[config.mk]
export PLATFORM = sky130hd
export DESIGN_NAME = multi_clock_gate_ctrl
export DESIGN_NICKNAME = d
export VERILOG_FILES = /design/src/rtl/clock_gate_pkg.sv /design/src/rtl/clock_gate_cell.sv /design/src/rtl/multi_clock_gate_ctrl.sv
export SDC_FILE = /design/constraint.sdc
export NUM_CORES = 1
export LEC_CHECK = 0
export CAP_MARGIN = 20
export CORE_ASPECT_RATIO = 2
export CORE_MARGIN = 2
export CORE_UTILIZATION = 50
export CTS_CLUSTER_SIZE = 10
export DETAILED_ROUTE_END_ITERATION = 7
export HOLD_SLACK_MARGIN = 0.1
export PLACE_DENSITY = 0.78
export SLEW_MARGIN = 25
export SYNTH_ARGS = -nofsm -noshare
export SYNTH_HDL_FRONTEND = slang
export SYNTH_SLANG_ARGS = --single-unit
[constraint.sdc]
create_clock -name clock -period 5.2 [get_ports clock]
set_input_delay 1.04 -clock clock [delete_from_list [all_inputs] [get_ports clock]]
set_output_delay 1.04 -clock clock [all_outputs]
set_load 0.005 [all_outputs]
[src/rtl/clock_gate_pkg.sv]
// Shared opcode and channel-mode encodings for the multi-channel clock gating controller.
package clock_gate_pkg;

    typedef enum logic [1:0] {
        CG_OP_STOP  = 2'd0,
        CG_OP_RUN   = 2'd1,
        CG_OP_BURST = 2'd2,
        CG_OP_NOP   = 2'd3
    } cg_op_t;

    typedef enum logic [1:0] {
        CG_MODE_OFF   = 2'd0,
        CG_MODE_RUN   = 2'd1,
        CG_MODE_BURST = 2'd2
    } cg_mode_t;

endpackage

[src/rtl/clock_gate_cell.sv]
// Glitch-free clock gate: enable is captured while I is low, so O only ever carries full I high phases.
module clock_gate_cell (
    input  logic I,
    input  logic CE,
    output logic O
);

`ifdef CLOCK_GATE_USE_BUFGCE
    BUFGCE #(
        .CE_TYPE ("SYNC")
    ) u_bufgce (
        .I  (I),
        .CE (CE),
        .O  (O)
    );
`else
    logic ce_l;

    always_latch begin
        if (!I) begin
            ce_l <= CE;
        end
    end

    assign O = I & ce_l;
`endif

endmodule

[src/rtl/multi_clock_gate_ctrl.sv]
// Command-driven controller producing CHANNELS gated clocks with stop / free-run / counted-burst modes.
//
//   state          | meaning
//   CG_MODE_OFF    | channel gated off, no pulses
//   CG_MODE_RUN    | channel pulses every cycle unless halted
//   CG_MODE_BURST  | channel pulses until rem reaches zero, then returns to OFF with a done pulse
module multi_clock_gate_ctrl
    import clock_gate_pkg::*;
#(
    parameter int CHANNELS = 4,
    parameter int COUNT_W  = 16,
    parameter int CH_W     = (CHANNELS > 1) ? $clog2(CHANNELS) : 1
) (
    input  logic                clock,
    input  logic                reset_n,
    input  logic                cmd_valid,
    output logic                cmd_ready,
    input  logic [CH_W-1:0]     cmd_chan,
    input  logic [1:0]          cmd_op,
    input  logic [COUNT_W-1:0]  cmd_count,
    input  logic                halt,
    output logic [CHANNELS-1:0] gclk,
    output logic [CHANNELS-1:0] running,
    output logic [CHANNELS-1:0] done
);

    cg_op_t op;
    logic   cmd_fire;

    assign cmd_ready = reset_n;
    assign op        = cg_op_t'(cmd_op);
    assign cmd_fire  = cmd_valid & cmd_ready & (op != CG_OP_NOP);

    for (genvar i = 0; i < CHANNELS; i++) begin : g_ch
        cg_mode_t           mode_q, mode_d;
        logic [COUNT_W-1:0] rem_q, rem_d;
        logic               g_q, g_d;
        logic               done_q, done_d;
        logic               hit;

        // Out-of-range channel indices never match any channel, so they fall through silently.
        assign hit = cmd_fire & (cmd_chan == CH_W'(i));

        always_comb begin
            mode_d = mode_q;
            rem_d  = rem_q;
            done_d = 1'b0;
            if (hit) begin
                case (op)
                    CG_OP_STOP: mode_d = CG_MODE_OFF;
                    CG_OP_RUN:  mode_d = CG_MODE_RUN;
                    CG_OP_BURST: begin
                        if (cmd_count == '0) begin
                            mode_d = CG_MODE_OFF;
                            done_d = 1'b1;
                        end else begin
                            mode_d = CG_MODE_BURST;
                            rem_d  = cmd_count;
                        end
                    end
                    default: mode_d = mode_q;
                endcase
            end else if (g_q && (mode_q == CG_MODE_BURST)) begin
                // g_q high at this edge means the gate passed a pulse on it.
                rem_d = rem_q - COUNT_W'(1);
                if (rem_q == COUNT_W'(1)) begin
                    mode_d = CG_MODE_OFF;
                    done_d = 1'b1;
                end
            end
            g_d = (mode_d != CG_MODE_OFF) & ~halt;
        end

        always_ff @(posedge clock or negedge reset_n) begin
            if (!reset_n) begin
                mode_q <= CG_MODE_OFF;
                rem_q  <= '0;
                g_q    <= 1'b0;
                done_q <= 1'b0;
            end else begin
                mode_q <= mode_d;
                rem_q  <= rem_d;
                g_q    <= g_d;
                done_q <= done_d;
            end
        end

        clock_gate_cell u_cell (
            .I  (clock),
            .CE (g_q),
            .O  (gclk[i])
        );

        assign running[i] = g_q;
        assign done[i]    = done_q;
    end

endmodule
==> run summary <==
average wire per cell in the routed design = 19.46 microns
area of the die = 10980 sq um
signed area change from the synthesized netlist to the final layout = 15.37%
fill cell total of the finished layout = 877
DRC marker count from the first detailed-route iteration = 499
number of hold-slack violations in the final timing report = 0
Worst Tran Pin Value = 0.9143 ns
worst setup path startpoint = g_ch[2].u_cell.ce_l$_DLATCH_N_
row count = 52
Mapped Nets = 626
worst flop-to-flop path startpoint = g_ch[1].g_q$_DFF_PN0_
number of gates resized after CTS = 0
async set-reset flop share out of synthesis = 95.24%
register-to-register setup slack = 2.21 ns
Post-Synth XOR/XNOR Area = 0.3465%
required arrival time at the worst endpoint = 4.16 ns
effective utilization at floorplan = 50.78%
arrival time of the worst setup path = 4.07 ns
vias per cell = 6.437
end point of the critical path = gclk[2]
area inside the core boundary = 9955 sq um
count of max-cap constraint violations = 0
cell count of the worst hold path = 1
Hold-fix buffers, CTS = 0
Total GRT Usage = 28.08%
Post-CTS Repair Setup Buffers = 0
number of synthesized flops with an enable pin = 0
count of different cell masters after synthesis = 64
clock-pin slew of the registers on the worst-case setup and hold paths = 0.06 ns
total negative setup slack = 0 ns
cell family with most CP delay = buffers and inverters
floorplan die height = 146.2 microns
fraction of the core area covered by cells at the end of the flow = 58.58%
number of antenna violations at the first check in global routing = 0
first-pass GRT wire length = 23280 microns
clock tree from TritonCTS = built
element type at the critical path start = latch
clock latency of the later-clocked register in the worst-skew pair = 0.46 ns
Reg area = 2062 sq um
net count reported at finish = 645
most used flip-flop cell after synthesis = dfrtp_1
final setup fails = 0
pins over their slew limit = 0
combined area of all synthesized cells = 5055 sq um
slew margin rel. = 37.30%
adder-cell share of the synthesized area = 1.980%
multiplexer area fraction after synthesis = 1.733%
highest cell delay on the worst timing path = 0.49 ns
outcome = completed
dominant combinational cell family by area after synthesis = compound AO/OA/AOI/OAI gates
total power of the final layout = 2.150 mW
Leakage Power = 2.374 nW
detailed-routed wire length on met2 = 7117 microns
post-route DRC violation count = 0
mean instance size in the synthesized netlist = 8.510 sq um
share of layout cells above drive strength 1 = 9.061%
FF-to-FF path depth = 0
Bufs and invs on worst path = 1
pin count of the biggest net entering global routing = 43
detailed-placement wirelength estimate = 9397 microns
setup repair after global routing missed its margin = no
total number of vias = 4847
number of global-route vias before repair = 4641
number of cells on the critical path = 2
cell breakdown of the critical path = and2_1 > clkdlybuf4s50_1
final worst clock skew = 0.007406 ns
sum of met3 wire segment lengths after detailed routing = 1067 microns
number of input and output port buffers inserted = 36
topmost layer with routed signal wires = met4
critical path type = latch -> out
Syn Inst Count = 594
x dimension of the die = 75.10 microns
DRT Pass-1 Iters = 6
antenna diode instance count = 0
Yosys warnings = 0
CP max-delay cell = clkdlybuf4s50_1
worst supply voltage drop on vdd = 0.1908 mV
gpl congestion = 0.8868
Reg-to-Reg End = g_ch[1].u_cell.ce_l$_DLATCH_N_
gr ovfl total = 0
number of placed I/O pins = 37
Synth Area in Simple Gates = 24.16%
hold crit path type = reg -> reg
crit end category = output port
Hold Startpoint = g_ch[1].rem_q[15]$_DFFE_PN0P_
met1 layer wirelength in the final routing = 5783 microns
Yosys reg bits = 84
power density normalized to cell area = 368.6 nW/um^2
footprint of the multi-input gates = 2700 sq um
Compound-Gate Fraction of Synth Area = 25.10%
post-route antenna net violation count = 0
Final Routed Wirelength = 14660 microns
number of placed instances, taps included = 733
highest fanout seen on the critical path = 1
Non-Filler Instances = 753
through the flow:
stage / cell area [sq um] / setup slack [ns] / hold WS (ns)
finish: 5832 / 0.08596 / 0.4895
CTS: 5827 / 0.06683 / 0.4875
detailed placement: 5441 / 0.5969 / 0.4792
global route: 5832 / 0.01131 / 0.4962
floorplan: 5055 / 0.9933 / 0.4484
global placement: 5441 / 0.6064 / 0.4709
sequential cells by signal (all words and copies together), names as in the netlist:
signal and flops:
g_ch.g_q 4, g_ch.mode_q 8, g_ch.u_cell.ce_l 4, g_ch.done_q 4, g_ch.rem_q 64
synthesized netlist by cell type, drive strengths merged (10+ instances only):
| cell | n | area (sq um) |
|---|---|---|
| nor4 | 18 | 125.1 |
| nor3 | 22 | 110.1 |
| o21ai | 46 | 230.2 |
| clkbuf | 19 | 71.32 |
| nand4 | 13 | 81.33 |
| nor2 | 49 | 183.9 |
| or3 | 10 | 67.56 |
| buf | 23 | 143.9 |
| inv | 22 | 82.58 |
| o22ai | 11 | 68.82 |
| a21oi | 58 | 290.3 |
| or4 | 12 | 97.59 |
| nand2 | 50 | 187.7 |
| nand3 | 19 | 95.09 |
| dfrtp | 80 | 2002 |
layer usage:
metal	up-vias	GRT usage [%]
met1	2301	35.79
li1	2272	-
met3	55	6.349
met4	0	15.00
met5	-	0
met2	219	43.20
worst min path at each step:
stage	end	slack [ns]
detailed placement	g_ch[3].rem_q[6]$_DFFE_PN0P_	0.48
global route	g_ch[3].rem_q[6]$_DFFE_PN0P_	0.50
CTS	g_ch[3].rem_q[6]$_DFFE_PN0P_	0.49
finish	g_ch[1].rem_q[15]$_DFFE_PN0P_	0.49
floorplan	g_ch[1].rem_q[15]$_DFFE_PN0P_	0.45
global placement	g_ch[3].rem_q[6]$_DFFE_PN0P_	0.47
layout make-up:
class,instances,area share [%]
Multi-Input combinational cell,446,46.30
Sequential cell,84,35.36
Timing Repair Buffer,42,6.737
Clock buffer,18,6.329
Tap cell,135,2.896
Inverter,22,1.416
Clock inverter,6,0.9655
cells in the final DEF, fill, tap and decap left out, types with 4 or more instances in the layout:
cell,n
dlxtn_1,4
nor2_1,49
nand2_1,50
a21oi_1,58
nor3_1,22
nor3b_1,4
a31o_2,9
a211oi_1,4
nor4_1,16
clkdlybuf4s50_1,35
clkbuf_16,13
and2_1,7
nand2b_1,4
a22oi_1,9
mux2i_1,5
or4_1,10
o21ai_0,45
o211ai_1,5
o2bb2ai_1,4
nand3_1,19
o32ai_1,4
ha_1,8
buf_4,11
o22ai_1,11
or2_2,5
a21o_1,4
inv_1,22
o22a_1,7
dfrtp_1,80
nand4_1,13
or3_1,8
nand3b_1,4
a31oi_1,9
report_power, final:
group	total, mW	leakage, nW	switching (mW)	internal (mW)
registers	0.902	0.964	0.136	0.767
logic	0.412	1.19	0.227	0.185
clock network	0.836	0.216	0.313	0.523
total	2.15	2.37	0.675	1.47
logic make-up (layout without fill, tap and decap cells):
logic type | count (synthesis) | count (layout)
adder cells (fa/ha/maj) | 8 | 8
latches | 4 | 4
XOR/XNOR | 2 | 2
AO/OA/AOI/OAI | 197 | 197
AND/OR/NAND/NOR | 231 | 231
multiplexers | 8 | 8
buffers and inverters | 64 | 88
flip-flops | 80 | 80
(Power assumes the default switching activity.)
